`src/rtl/argmax_classifier_if.sv`:
```
// rtl/argmax_classifier_if.sv - probability-in / class-out handshake bundle for argmax_classifier
interface argmax_classifier_if;
    logic              valid_in;
    logic [9:0][31:0]  prob_in;
    logic              ready_out;
    logic [3:0]        class_idx;
    logic [31:0]       class_prob;
`ifdef CONF_THRESH_EN
    logic              low_conf;
`endif
    logic              valid_out;
    logic              ready_in;

    modport master (
        output valid_in, prob_in, ready_in,
`ifdef CONF_THRESH_EN
        input  low_conf,
`endif
        input  ready_out, class_idx, class_prob, valid_out
    );

    modport slave (
        input  valid_in, prob_in, ready_in,
`ifdef CONF_THRESH_EN
        output low_conf,
`endif
        output ready_out, class_idx, class_prob, valid_out
    );
endinterface

```
`src/rtl/argmax_classifier.sv`:
```
// rtl/argmax_classifier.sv - sequential argmax over ten IEEE-754 probabilities (optional CONF_THRESH_EN low-confidence flag)
module argmax_classifier #(
    parameter logic [31:0] THRESH = 32'h3F000000
) (
    input  logic              clk,
    input  logic              resetn,
    argmax_classifier_if.slave bus
);
    typedef enum logic [1:0] {IDLE, SCAN, HOLD} state_t;

    state_t            state_q, state_d;
    logic [9:0][31:0]  prob_buf;
    logic [31:0]       best_q;
    logic [3:0]        best_idx_q;
    logic [3:0]        cnt_q;
    logic              valid_q;
    logic [3:0]        class_idx_q;
    logic [31:0]       class_prob_q;

    logic [31:0]       cand;
    logic              take;
    logic [31:0]       best_n;
    logic [3:0]        idx_n;

    // Total order: NaN lowest, zeros of either sign equal, negatives by reversed magnitude.
    function automatic logic rank_gt(input logic [31:0] a, input logic [31:0] b);
        logic a_nan, b_nan, a_neg, b_neg;
        a_nan = (&a[30:23]) && (|a[22:0]);
        b_nan = (&b[30:23]) && (|b[22:0]);
        a_neg = a[31] && (|a[30:0]);
        b_neg = b[31] && (|b[30:0]);
        if (a_nan)
            rank_gt = 1'b0;
        else if (b_nan)
            rank_gt = 1'b1;
        else if (a_neg != b_neg)
            rank_gt = b_neg;
        else if (a_neg)
            rank_gt = a[30:0] < b[30:0];
        else
            rank_gt = a[30:0] > b[30:0];
    endfunction

    assign cand   = prob_buf[cnt_q];
    assign take   = rank_gt(cand, best_q);
    assign best_n = take ? cand  : best_q;
    assign idx_n  = take ? cnt_q : best_idx_q;

    always_ff @(posedge clk or negedge resetn) begin
        if (!resetn)
            state_q <= IDLE;
        else
            state_q <= state_d;
    end

    always_comb begin
        state_d = state_q;
        case (state_q)
            IDLE:    if (bus.valid_in)     state_d = SCAN;
            SCAN:    if (cnt_q == 4'd9)    state_d = HOLD;
            HOLD:    if (bus.ready_in)     state_d = IDLE;
            default: state_d = IDLE;
        endcase
    end

    // Buffer carries no reset: its contents only matter after a capture.
    always_ff @(posedge clk) begin
        if (state_q == IDLE && bus.valid_in)
            prob_buf <= bus.prob_in;
    end

    always_ff @(posedge clk or negedge resetn) begin
        if (!resetn) begin
            best_q       <= '0;
            best_idx_q   <= '0;
            cnt_q        <= '0;
            valid_q      <= 1'b0;
            class_idx_q  <= '0;
            class_prob_q <= '0;
        end else begin
            case (state_q)
                IDLE: begin
                    if (bus.valid_in) begin
                        best_q     <= bus.prob_in[0];
                        best_idx_q <= 4'd0;
                        cnt_q      <= 4'd1;
                    end
                end
                SCAN: begin
                    best_q     <= best_n;
                    best_idx_q <= idx_n;
                    cnt_q      <= cnt_q + 4'd1;
                    if (cnt_q == 4'd9) begin
                        class_idx_q  <= idx_n;
                        class_prob_q <= best_n;
                        valid_q      <= 1'b1;
                    end
                end
                HOLD: begin
                    if (bus.ready_in)
                        valid_q <= 1'b0;
                end
                default: ;
            endcase
        end
    end

`ifdef CONF_THRESH_EN
    logic low_conf_q;

    always_ff @(posedge clk or negedge resetn) begin
        if (!resetn)
            low_conf_q <= 1'b0;
        else if (state_q == SCAN && cnt_q == 4'd9)
            low_conf_q <= rank_gt(THRESH, best_n);
    end

    assign bus.low_conf = low_conf_q;
`else
    logic unused_thresh;
    assign unused_thresh = ^THRESH;
`endif

    assign bus.ready_out  = (state_q == IDLE);
    assign bus.valid_out  = valid_q;
    assign bus.class_idx  = class_idx_q;
    assign bus.class_prob = class_prob_q;
endmodule

```
`src/flat_wrapper.sv`:
```
// flat-port wrapper written by rule: the top's interface ports become plain ports
module argmax_classifier_flat 
#(
    parameter logic [31:0] THRESH = 32'h3F000000
)
  (clk, resetn, bus_valid_in, bus_prob_in, bus_ready_in, bus_ready_out, bus_class_idx, bus_class_prob, bus_valid_out);
  argmax_classifier_if bus_i ();
  input  logic clk;
  input  logic resetn;
  input wire logic [$bits(bus_i.valid_in)-1:0] bus_valid_in;
  input wire logic [$bits(bus_i.prob_in)-1:0] bus_prob_in;
  input wire logic [$bits(bus_i.ready_in)-1:0] bus_ready_in;
  output wire logic [$bits(bus_i.ready_out)-1:0] bus_ready_out;
  output wire logic [$bits(bus_i.class_idx)-1:0] bus_class_idx;
  output wire logic [$bits(bus_i.class_prob)-1:0] bus_class_prob;
  output wire logic [$bits(bus_i.valid_out)-1:0] bus_valid_out;
  assign bus_i.valid_in = bus_valid_in;
  assign bus_i.prob_in = bus_prob_in;
  assign bus_i.ready_in = bus_ready_in;
  assign bus_ready_out = bus_i.ready_out;
  assign bus_class_idx = bus_i.class_idx;
  assign bus_class_prob = bus_i.class_prob;
  assign bus_valid_out = bus_i.valid_out;
  argmax_classifier #(.THRESH(THRESH)) u_core (.clk(clk), .resetn(resetn), .bus(bus_i));
endmodule
```
`config.mk`:
```
export PLATFORM = sky130hd
export DESIGN_NAME = argmax_classifier_flat
export DESIGN_NICKNAME = d
export VERILOG_FILES = /design/src/rtl/argmax_classifier_if.sv /design/src/rtl/argmax_classifier.sv /design/src/flat_wrapper.sv
export SDC_FILE = /design/constraint.sdc
export NUM_CORES = 1
export LEC_CHECK = 0
export CAP_MARGIN = 20
export CORE_MARGIN = 2
export CORE_UTILIZATION = 55
export DETAILED_ROUTE_END_ITERATION = 8
export GPL_TIMING_DRIVEN = 0
export PLACE_DENSITY_LB_ADDON = 0.12
export SYNTH_ARGS = -nofsm -noshare
export SYNTH_HDL_FRONTEND = slang
export SYNTH_SLANG_ARGS = --single-unit
export TNS_END_PERCENT = 30
```
`constraint.sdc`:
```
create_clock -name clk -period 18.62 [get_ports clk]
set_input_delay 3.724 -clock clk [delete_from_list [all_inputs] [get_ports clk]]
set_output_delay 3.724 -clock clk [all_outputs]
set_load 0.01 [all_outputs]
```
# Yosys cells after proc, flatten, opt, wreduce, memory -nomap -nowiden

Index checks and enable logic that the tools add are counted.

Register bits after elaboration: 399
Output and inout port bits: 38

Add/subtract/negate cells: 1
$lt $le $gt $ge: 3
Equality and inequality tests: 7
Muxes and demuxes: 21
Reduce and logical (&&, ||, !) cells: 18

Operator list:

| kind                | number |
|---|---|
| $bmux 32 s4         | 1 |
| $mux 32             | 3 |
| $pmux 32 s2         | 1 |
| $reduce_or 31->1    | 2 |
| $reduce_or 23->1    | 2 |
| $gt 31x31->1        | 1 |
| $lt 31x31->1        | 1 |
| $pmux 4 s2          | 2 |
| $reduce_and 8->1    | 2 |
| $mux 4              | 3 |
| $mux 1              | 6 |
| $mux 2              | 3 |
| $pmux 2 s3          | 1 |
| $reduce_and 3->1    | 2 |
| $logic_and 1x1->1   | 5 |
| $lt 4x5->1 const B  | 1 |
| $add 4x1->4 const B | 1 |
| $eq 4x4->1 const B  | 1 |
| $ne 2x2->1 const B  | 2 |
| $reduce_and 2->1    | 2 |
| $reduce_bool 2->1   | 2 |
| $eq 2x1->1 const B  | 1 |
| $eq 2x2->1 const B  | 1 |
| $logic_not 2->1     | 1 |
| other kinds (3)     | 3 |

# Logic depth before layout (Yosys ltp)

Depth after elaboration: 10
Gate-level depth with buffers: 21

# Worst setup path after synthesis

No wires, ideal clock.

Kind: input to register
Start point: input bus_valid_in
End point: register u_core.prob_buf[0] (netlist bit) (enable)
Setup time: 668 ps
Arrival: 9990 ps
Data required time: 17952 ps
Setup slack: 7962 ps
Cell stages on the path: 2
Cells stage by stage: nand2_1 inv_1

Cells in the longest elaborated chain, start to end: 1

RTL lines:

| element                | RTL line                | RTL |
|---|---|---|
| start: declaration     | flat_wrapper.sv:10      | `input wire logic [$bits(bus_i.valid_in)-1:0] bus_valid_in;` |
| $logic_and 1x1->1      | argmax_classifier.sv:68 | `if (state_q == IDLE && bus.valid_in)` |
| end signal: assignment | argmax_classifier.sv:69 | `prob_buf <= bus.prob_in;` |
| end: declaration       | argmax_classifier.sv:12 | `logic [9:0][31:0] prob_buf;` |

Every way passes these cells.
A chain may end at the register's enable or synchronous reset.

# Worst setup path after layout

Start point: register u_core.state_q[0]
End point: output bus_ready_out

Cells in the longest elaborated chain, start to end: 1

RTL lines:

| element                  | RTL line                 | RTL |
|---|---|---|
| start: declaration       | argmax_classifier.sv:11  | `state_t state_q, state_d;` |
| start signal: assignment | argmax_classifier.sv:53  | `state_q <= state_d;` |
| $logic_not 2->1          | argmax_classifier.sv:124 | `assign bus.ready_out = (state_q == IDLE);` |
| end: declaration         | flat_wrapper.sv:13       | `output wire logic [$bits(bus_i.ready_out)-1:0] bus_ready_out;` |

Every way passes these cells.

==> impl_metrics.env <==
export IMPL_slew_limit_headroom_pct=38.6
export IMPL_cts_tree="done"
export IMPL_clk_path_buf_depth=3
export IMPL_routed_wl_met2_um=22000
export IMPL_avgViaCountPerCell=5.92
export IMPL_slew_violations=0
export IMPL_grt_pass1_wl_um=65400
export IMPL_finalSetupViolations=0
export IMPL_clockRootBuffer="clkbuf_16"
export IMPL_crit_arrival_ns=2.55
export IMPL_synth_nets=1392
export IMPL_switching_share_pct=37.1
export IMPL_synth_main_ff_cell="edfxtp_1"
export IMPL_clkTransAtPathRegs_ns=0.06
export IMPL_antenna_left=0
export IMPL_synth_top_area_share_pct=57.8
export IMPL_synth_top_cells_by_area="edfxtp_1, dfrtp_1, mux4_2"
export IMPL_power_frac_seq_pct=33.6
export IMPL_timing_fmax_mhz=159
export IMPL_cts_resized=0
export IMPL_cts_buffers=42
export IMPL_yosysWarnings=0
export IMPL_outcome="finished, final reports clean"
export IMPL_drcViolationCount=0
export IMPL_top_layer="met4"
export IMPL_internal_power_mw=2.42
export IMPL_insertion_delay_ns=0.53
export IMPL_port_buffers=361
export IMPL_ir_drop_uv=137
export IMPL_ys_seq_area_share_pct=69.7
export IMPL_grt_ovfl_total=0
export IMPL_drv_cap=0
export IMPL_tightest_slew_ns=0.911
export IMPL_wl_per_cell_um=24.0
export IMPL_async_flop_share_pct=19.8
export IMPL_groute_usage_overall_pct=28.4
export IMPL_met3_length_um=3490
export IMPL_ys_ff_latch=399
export IMPL_met1_length_um=17900
export IMPL_hpwl_um=33200
export IMPL_synth_area_per_cell_um2=16.1
export IMPL_drtIter0Drc=1059
export IMPL_switching_power_mw=1.43
export IMPL_critPathLaunchType="register"
export IMPL_path_max_fanout=10
export IMPL_drive_above_1_share_pct=11.9
export IMPL_tns_ns=0
export IMPL_die_area_um2=31600
export IMPL_final_cell_count_no_fill=1874
export IMPL_die_w_um=178
export IMPL_synth_edff_count=320
export IMPL_power_density_nw_per_um2=174
export IMPL_crit_path_end_kind="output pin"
export IMPL_yosysUniqueCellTypes=47
export IMPL_antenna_found_initial=8
export IMPL_post_route_min_period_ns=6.27
export IMPL_clkPwrFrac_pct=20.4
export IMPL_finalHoldViolations=0
export IMPL_grt_max_degree=122
export IMPL_die_y_um=178
export IMPL_rsz0062_at_grt="no"
export IMPL_grt_pass1_vias=11100
export IMPL_hold_buffers=0
export IMPL_start_util_pct=56.0
export IMPL_leakage_nw=8.10
export IMPL_gp_congestion=0.914
export IMPL_cts_setup_buffers=0
export IMPL_synthCells=1035
export IMPL_comb_power_share_pct=46.0
export IMPL_via_count=11100
export IMPL_ios=362
export IMPL_critPathKind="reg2out"
export IMPL_dp_cells=1789
export IMPL_hp_class="reg2reg"
export IMPL_core_region_area_um2=29700
export IMPL_fin_skew_ns=0.0190
export IMPL_worst_ep_required_time_ns=14.90
export IMPL_wirelength_um=45000
export IMPL_htree_levels=2
export IMPL_synth_cell_area_um2=16600
export IMPL_syn2layout_area_growth_pct=33.1
export IMPL_yosysTopAreaCell="edfxtp_1"
export IMPL_cts_sinks=399
export IMPL_layout_nets=1800
export IMPL_fin_crit_sh_pct=33.7
export IMPL_fp_row_count=63
export IMPL_drt_pass1_iter_count=6
[metrics by stage]
step	cell area (um2)	setup slack (ns)	total power, mW	util, %	hold WS (ns)
final	22100	12.35	3.85	74.5	0.476
after global routing	22100	12.32	4.04	74.5	0.494
after CTS	22100	12.38	3.83	74.4	0.483
after detailed placement	20800	12.37	3.04	70.1	0.470
after global placement	20700	4.92	3.06	69.8	0.463
after floorplan	16600	7.96	2.49	-	0.465
[layer usage]
metal  vias up  global-route usage [%]
li1       4948                       -
met1      5501                    38.2
met2       564                    46.2
met3        89                    5.16
met4         0                    11.3
met5         -                       0
[power by group through the flow]
stage	combinational, mW	clock (mW)	sequential [mW]
final	1.77	0.785	1.29
after detailed placement	1.74	0	1.31
after global routing	1.90	0.827	1.31
after floorplan	1.16	0	1.34
after CTS	1.75	0.794	1.29
after global placement	1.70	0	1.36
[synthesized netlist by cell type, drive strengths merged (32+ instances only)]
| cell | n |
|---|---|
| and3 | 32 |
| a21oi | 38 |
| o21ai | 68 |
| a221o | 35 |
| ha | 33 |
| inv | 36 |
| edfxtp | 320 |
| mux2 | 41 |
| dfrtp | 79 |
| nand2 | 57 |
| mux4 | 40 |
| mux2i | 53 |
| buf | 32 |
[state kept, by name, summed over array words and instances, names as in the netlist]
signal and flops:
u_core.bus.class_idx 4, u_core.bus.valid_out 1, u_core.prob_buf 320, u_core.best_q 32, u_core.best_idx_q 4, u_core.cnt_q 4, u_core.bus.class_prob 32, u_core.state_q 2
[area by class of cell]
cell class | instances | area, um2
Inverter | 37 | 146
Timing Repair Buffer | 364 | 3690
Clock buffer | 62 | 1180
Fill cell | 1870 | 7580
Sequential cell | 399 | 11600
Multi-Input combinational cell | 539 | 4590
Tap cell | 390 | 488
Buffer | 60 | 320
Clock inverter | 13 | 110
Antenna cell | 10 | 25.0
[cells in the final DEF (no fill, tap or decap), drive strengths merged, types with 32 or more instances in the layout]
master / n
inv: 39
a21oi: 38
mux2: 41
and3: 32
o21ai: 68
clkdlybuf4s50: 360
ha: 33
mux4: 40
edfxtp: 320
clkbuf: 90
buf: 36
nand2: 57
dfrtp: 79
mux2i: 53
a221o: 35
[worst max-delay path: stages (launching register included)]
cell	delay, ns
dfrtp_1	0.41
nor2_1	0.59
clkbuf_1	0.39
clkdlybuf4s50_1	0.64
[path summary, 6_finish.rpt]
| kind | startpoint | end | slack, ns | depth (start not counted) |
|---|---|---|---|---|
| max in group asynchronous | resetn | u_core.best_q[10]$_DFFE_PN0P_ | 14.87 | 2 |
| setup reg to reg | u_core.cnt_q[0]$_DFFE_PN0P_ | u_core.best_q[10]$_DFFE_PN0P_ | 12.73 | 18 |
| setup / recovery | u_core.state_q[0]$_DFFE_PN0P_ | bus_ready_out | 12.35 | 3 |
| hold / removal | u_core.bus.class_prob[31]$_DFFE_PN0P_ | u_core.bus.class_prob[31]$_DFFE_PN0P_ | 0.48 | 2 |
| hold reg to reg | u_core.bus.class_prob[31]$_DFFE_PN0P_ | u_core.bus.class_prob[31]$_DFFE_PN0P_ | 0.48 | 2 |
| min in group asynchronous | resetn | u_core.bus.class_prob[3]$_DFFE_PN0P_ | 3.15 | 1 |
[logic make-up after synthesis]
| group | share of synthesized area (%) |
|---|---|
| AND/OR/NAND/NOR | 4.89 |
| adder cells (fa/ha/maj) | 2.48 |
| multiplexers | 11.4 |
| flip-flops | 69.7 |
| AO/OA/AOI/OAI | 8.82 |
| buffers and inverters | 2.76 |
Note: power is estimated with default switching activity, not from simulation.
==> patch 1 (config.mk and constraints unchanged) <==
The 3 states of `state_t` get a one-hot encoding in 3 bits.
--- a/src/rtl/argmax_classifier.sv
+++ b/src/rtl/argmax_classifier.sv
@@ -7,5 +7,5 @@
     argmax_classifier_if.slave bus
 );
-    typedef enum logic [1:0] {IDLE, SCAN, HOLD} state_t;
+    typedef enum logic [2:0] {IDLE = 3'b001, SCAN = 3'b010, HOLD = 3'b100} state_t;
 
     state_t            state_q, state_d;
Check against the original RTL: same outputs for any inputs over 10 cycles, from zero or initial values and one cycle with resetn low; not proved beyond that.
==> patch 1 against the unedited design <==
  * Clock skew down 0.0048 ns
  * Total power down 5.2%
  * Sequential share of layout area down 0.92 points
  * Worst setup slack better by 0.17 ns
  * Clock power up 4.6%
  * First-iteration DRC count up 4.8%
  * Synthesized area up 1.9%
  * Wire length up 7.2%
  * Final area up 2.0%
  * Sequential cell count up 1
  * Critical path type is now in2reg
  * Highest routed layer unchanged
==> patch 1: results (changes against the unedited design) <==
GRT
  • Via count of the first global-routing pass: 11800 (was 11100)
  • Largest net degree at the start of global routing: 74 (was 122)
  • First-pass GRT wire length: 71100 um (was 65400 um)
  • Total Routing Usage GR: 0.297 (was 0.284)

Critical path
  • Crit path arrival time: 6.31 ns (was 2.55 ns)
  • R2r startpoint: u_core.cnt_q[1] (was u_core.cnt_q[0])
  • Critical path capture point: u_core.prob_buf[189] (was bus_ready_out)
  • Worst-path fanout max: 71 (was 10)
  • Slowest-stage cell, CP: clkbuf_1 (was clkdlybuf4s50_1)
  • Crit. Startpoint: bus_valid_in (was u_core.state_q[0])
  • R2r worst-path depth: 17 (was 18)
  • Critical R2R Capture: u_core.bus.class_prob[29] (was u_core.best_q[10])
  • CP max stage delay: 0.52 ns (was 0.64 ns)

Detailed routing
  • WL met2: 23700 um (was 22000 um)
  • DRT met1 WL: 18800 um (was 17900 um)
  • Pre-antenna DRT Iters: 5 (was 6)
  • Met3 wire len: 3730 um (was 3490 um)

Logic synthesis
  • Mux cell area share after synthesis: 0.102 (was 0.114)
  • Cell variety after synth: 55 (was 47)
  • Top cells by area, synth: edfxtp_1, dfrtp_1, mux4_2 (unchanged)
  • Synth async-reset ratio: 0.200 (was 0.198)
  • Syn_nets: 1469 (was 1392)
  • Adder and majority gate portion of the synthesized area: 0.0244 (was 0.0248)
  • Compound-Gate Fraction of Synth Area: 0.0931 (was 0.0882)

Place
  • Post-DP HPWL: 35700 um (was 33200 um)
  • Placer Congestion: 0.913 (was 0.914)
  • Pre-CTS WS: 12.04 ns (was 12.37 ns)

Power
  • Leakage: 8.39 nW (was 8.10 nW)
  • Peak supply drop: 0.0000874 V (was 0.000137 V)

Run status
  • Status: finished clean (unchanged)

STA
  • Fmax: 164 MHz (was 159 MHz)
  • Worst Skew: 0.0143 ns (was 0.0190 ns)
  • Slew headroom: 0.237 (was 0.386)

Final layout
  • Share of cells above drive strength 1: 0.112 (was 0.119)

Hold path
  • Hold Path Origin: u_core.bus.class_prob[16] (was u_core.bus.class_prob[31])
  • Hold Path End: u_core.bus.class_prob[16] (was u_core.bus.class_prob[31])

Clock network
  • Clk_lat worst skew: 0.55 ns (was 0.53 ns)
  • Num CTS Buffers: 43 (was 42)
-- patch 1: cell types whose count changed after synthesis, sizes merged, moves of 22 or more --
cell    unedited run  this run
o31ai              2        30
o21ai             68        13
nor3               6        37
a22oi             27         0
mux2              41        19
inv               36        72
mux2i             53        75
a221o             35         3
o221ai             0        30
and3              32         2
nand2             57        90
-- patch 1: per-layer routing --
| layer | track usage | vias up |
|---|---|---|
| li1 | - | 5181 |
| met1 | 0.393 | 5674 |
| met2 | 0.490 | 588 |
| met3 | 0.0517 | 98 |
| met4 | 0.125 | 0 |
| met5 | 0 | - |
-- patch 1: kinds of logic after synthesis --
| family | after synthesis |
|---|---|
| buffers and inverters | 137 |
| flip-flops | 400 |
| AO/OA/AOI/OAI | 213 |
| multiplexers | 128 |
| adder cells (fa/ha/maj) | 33 |
| AND/OR/NAND/NOR | 201 |
-- patch 1: where the power goes --
group          internal, W  switching (W)
Sequential         0.00122      0.0000867
Clock             0.000475       0.000346
Combinational     0.000596       0.000921
-- patch 1: through the flow --
step	area [sq um]	instances	hold WS, ns	total power, W
2_1_floorplan	16900	1112	0.466	0.00237
3_3_place_gp	21100	1869	0.464	0.00289
3_5_place_dp	21200	1875	0.466	0.00282
4_1_cts	22600	1953	0.479	0.00364
5_1_grt	22600	1957	0.500	0.00383
6_report	22600	1957	0.473	0.00365
-- patch 1: final cells by class --
type	instances	area [sq um]	area share
plain buffers	65	367	0.0162
inverters	72	270	0.0120
clock inverters	23	176	0.00781
multi-input cells	575	4700	0.208
well taps	396	495	0.0219
clock buffers	55	1170	0.0520
diodes	3	7.51	0.000332
repair buffers	368	3780	0.168
flip-flops and latches	400	11600	0.514
-- patch 1: worst min-delay path, stage by stage (launching register included) --
cell and delay, ns:
dfrtp_1 0.34, nand2_1 0.05, o31ai_1 0.05
==> patch 2 (same flow settings) <==
Without the edit above. Compare `cnt_q` against `4'd9` with >= in place of ==.
--- a/src/rtl/argmax_classifier.sv
+++ b/src/rtl/argmax_classifier.sv
@@ -58,5 +58,5 @@
         case (state_q)
             IDLE:    if (bus.valid_in)     state_d = SCAN;
-            SCAN:    if (cnt_q == 4'd9)    state_d = HOLD;
+            SCAN:    if (cnt_q >= 4'd9)    state_d = HOLD;
             HOLD:    if (bus.ready_in)     state_d = IDLE;
             default: state_d = IDLE;
Function: no difference found for any inputs over 10 cycles, from zero or initial values and one cycle with resetn low; that may be too few to reach the edited logic, so the function may still have changed.
==> patch 2 against the unedited design <==
  * Count of clock-buffer cells in the layout stayed put
  * Total power is 1.2% higher
  * Worst setup slack worse by 0.67 ns
  * Wire length is 12% higher
  * Final area is 0.90% higher
  * Synthesized area is 0.41% higher
  * Sequential cell count stayed put
  * Largest cell class unchanged
  * Largest power group unchanged
==> patch 2: results (changes against the unedited design) <==
Run status
  • Status: finished clean (unchanged)

Place
  • Placer Congestion: 0.972 (was 0.914)
  • Pre-CTS WS: 12.07 ns (was 12.37 ns)
  • Post-DP HPWL: 36100 um (was 33200 um)

Logic synthesis
  • Syn_nets: 1390 (was 1392)
  • Adder and majority gate portion of the synthesized area: 0.0255 (was 0.0248)
  • Synth Instances: 1032 (was 1035)
  • Post-synth top cells: edfxtp_1, dfrtp_1, nand2_1 (unchanged)
  • Post-Synth XOR/XNOR Area: 0.000524 (was 0)
  • Register area share after synthesis: 0.694 (was 0.697)
  • Cell variety after synth: 55 (was 47)
  • Mux cell area share after synthesis: 0.105 (was 0.114)
  • Top cells by area, synth: edfxtp_1, dfrtp_1, mux4_2 (unchanged)
  • Compound-Gate Fraction of Synth Area: 0.0988 (was 0.0882)

Critical path
  • CP max stage delay: 0.89 ns (was 0.64 ns)
  • Slowest-stage cell, CP: buf_1 (was clkdlybuf4s50_1)
  • Crit. Startpoint: u_core.cnt_q[1] (was u_core.state_q[0])
  • Crit path arrival time: 7.37 ns (was 2.55 ns)
  • R2r worst-path depth: 17 (was 18)

GRT
  • GR Util met2: 0.515 (was 0.462)
  • GR Layer Usage met1: 0.423 (was 0.382)
  • Via count of the first global-routing pass: 11600 (was 11100)
  • Antenna violations before repair: 2 (was 8)
  • Total Routing Usage GR: 0.315 (was 0.284)
  • Largest net degree at the start of global routing: 73 (was 122)
  • Met3 usage: 0.0723 (was 0.0516)
  • First-pass GRT wire length: 72000 um (was 65400 um)

Detailed routing
  • WL met2: 24000 um (was 22000 um)
  • Vias per cell: 6.11 (was 5.92)
  • DRT met1 WL: 19900 um (was 17900 um)
  • Met3 wire len: 4850 um (was 3490 um)
  • DR iter-0 viols: 1314 (was 1059)

Final layout
  • Comb_multi_in: 519 (was 539)
  • Biggest register: u_core.prob_buf (unchanged)
  • Final Util: 0.750 (was 0.745)
  • Seq_cells: 399 (unchanged)
  • NonClk Buf Share: 0.183 (was 0.181)
  • Non-clk invs: 50 (was 37)
  • Nonclk buf count: 432 (was 424)
  • Share of cells above drive strength 1: 0.114 (was 0.119)
  • # diodes: 1 (was 10)
  • Nets: 1802 (was 1800)
  • Multi-input logic area: 4620 sq um (was 4590 sq um)
  • Layout Cells excl Fill: 1868 (was 1874)
  • Filler cells: 1902 (was 1870)
  • Clock-cell share: 0.0605 (was 0.0582)

Hold path
  • Worst min path class: reg2reg (unchanged)
  • Hold Path End: u_core.bus.class_prob[12] (was u_core.bus.class_prob[31])
  • Hold Path Origin: u_core.bus.class_prob[12] (was u_core.bus.class_prob[31])

Power
  • Peak supply drop: 0.000112 V (was 0.000137 V)
  • Leakage: 7.99 nW (was 8.10 nW)
  • Switching Fraction: 0.385 (was 0.371)

STA
  • Worst Skew: 0.0176 ns (was 0.0190 ns)
  • Hold WS: 0.490 ns (was 0.476 ns)
  • Fin crit share: 0.373 (was 0.337)

Clock network
  • Clk_lat worst skew: 0.55 ns (was 0.53 ns)
==> patch 2: cell types whose count changed in the layout (fill, tap and decap cells not counted), sizes merged, moves of 11 or more <==
cell	before	now
o21ai	68	22
a211oi	0	32
and3	32	2
o311ai	0	27
nand3	12	35
a21oi	38	19
mux2	41	24
a22oi	27	11
a221oi	18	4
mux2i	53	40
o22ai	4	16
inv	39	50
==> patch 2: power by group through the flow <==
stage | Sequential [W] | Combinational, W | Clock (W)
global placement | 0.00143 | 0.00166 | 0
floorplan | 0.00140 | 0.00105 | 0
detailed placement | 0.00133 | 0.00171 | 0
global route | 0.00134 | 0.00185 | 0.000863
finish | 0.00132 | 0.00175 | 0.000824
CTS | 0.00132 | 0.00172 | 0.000830
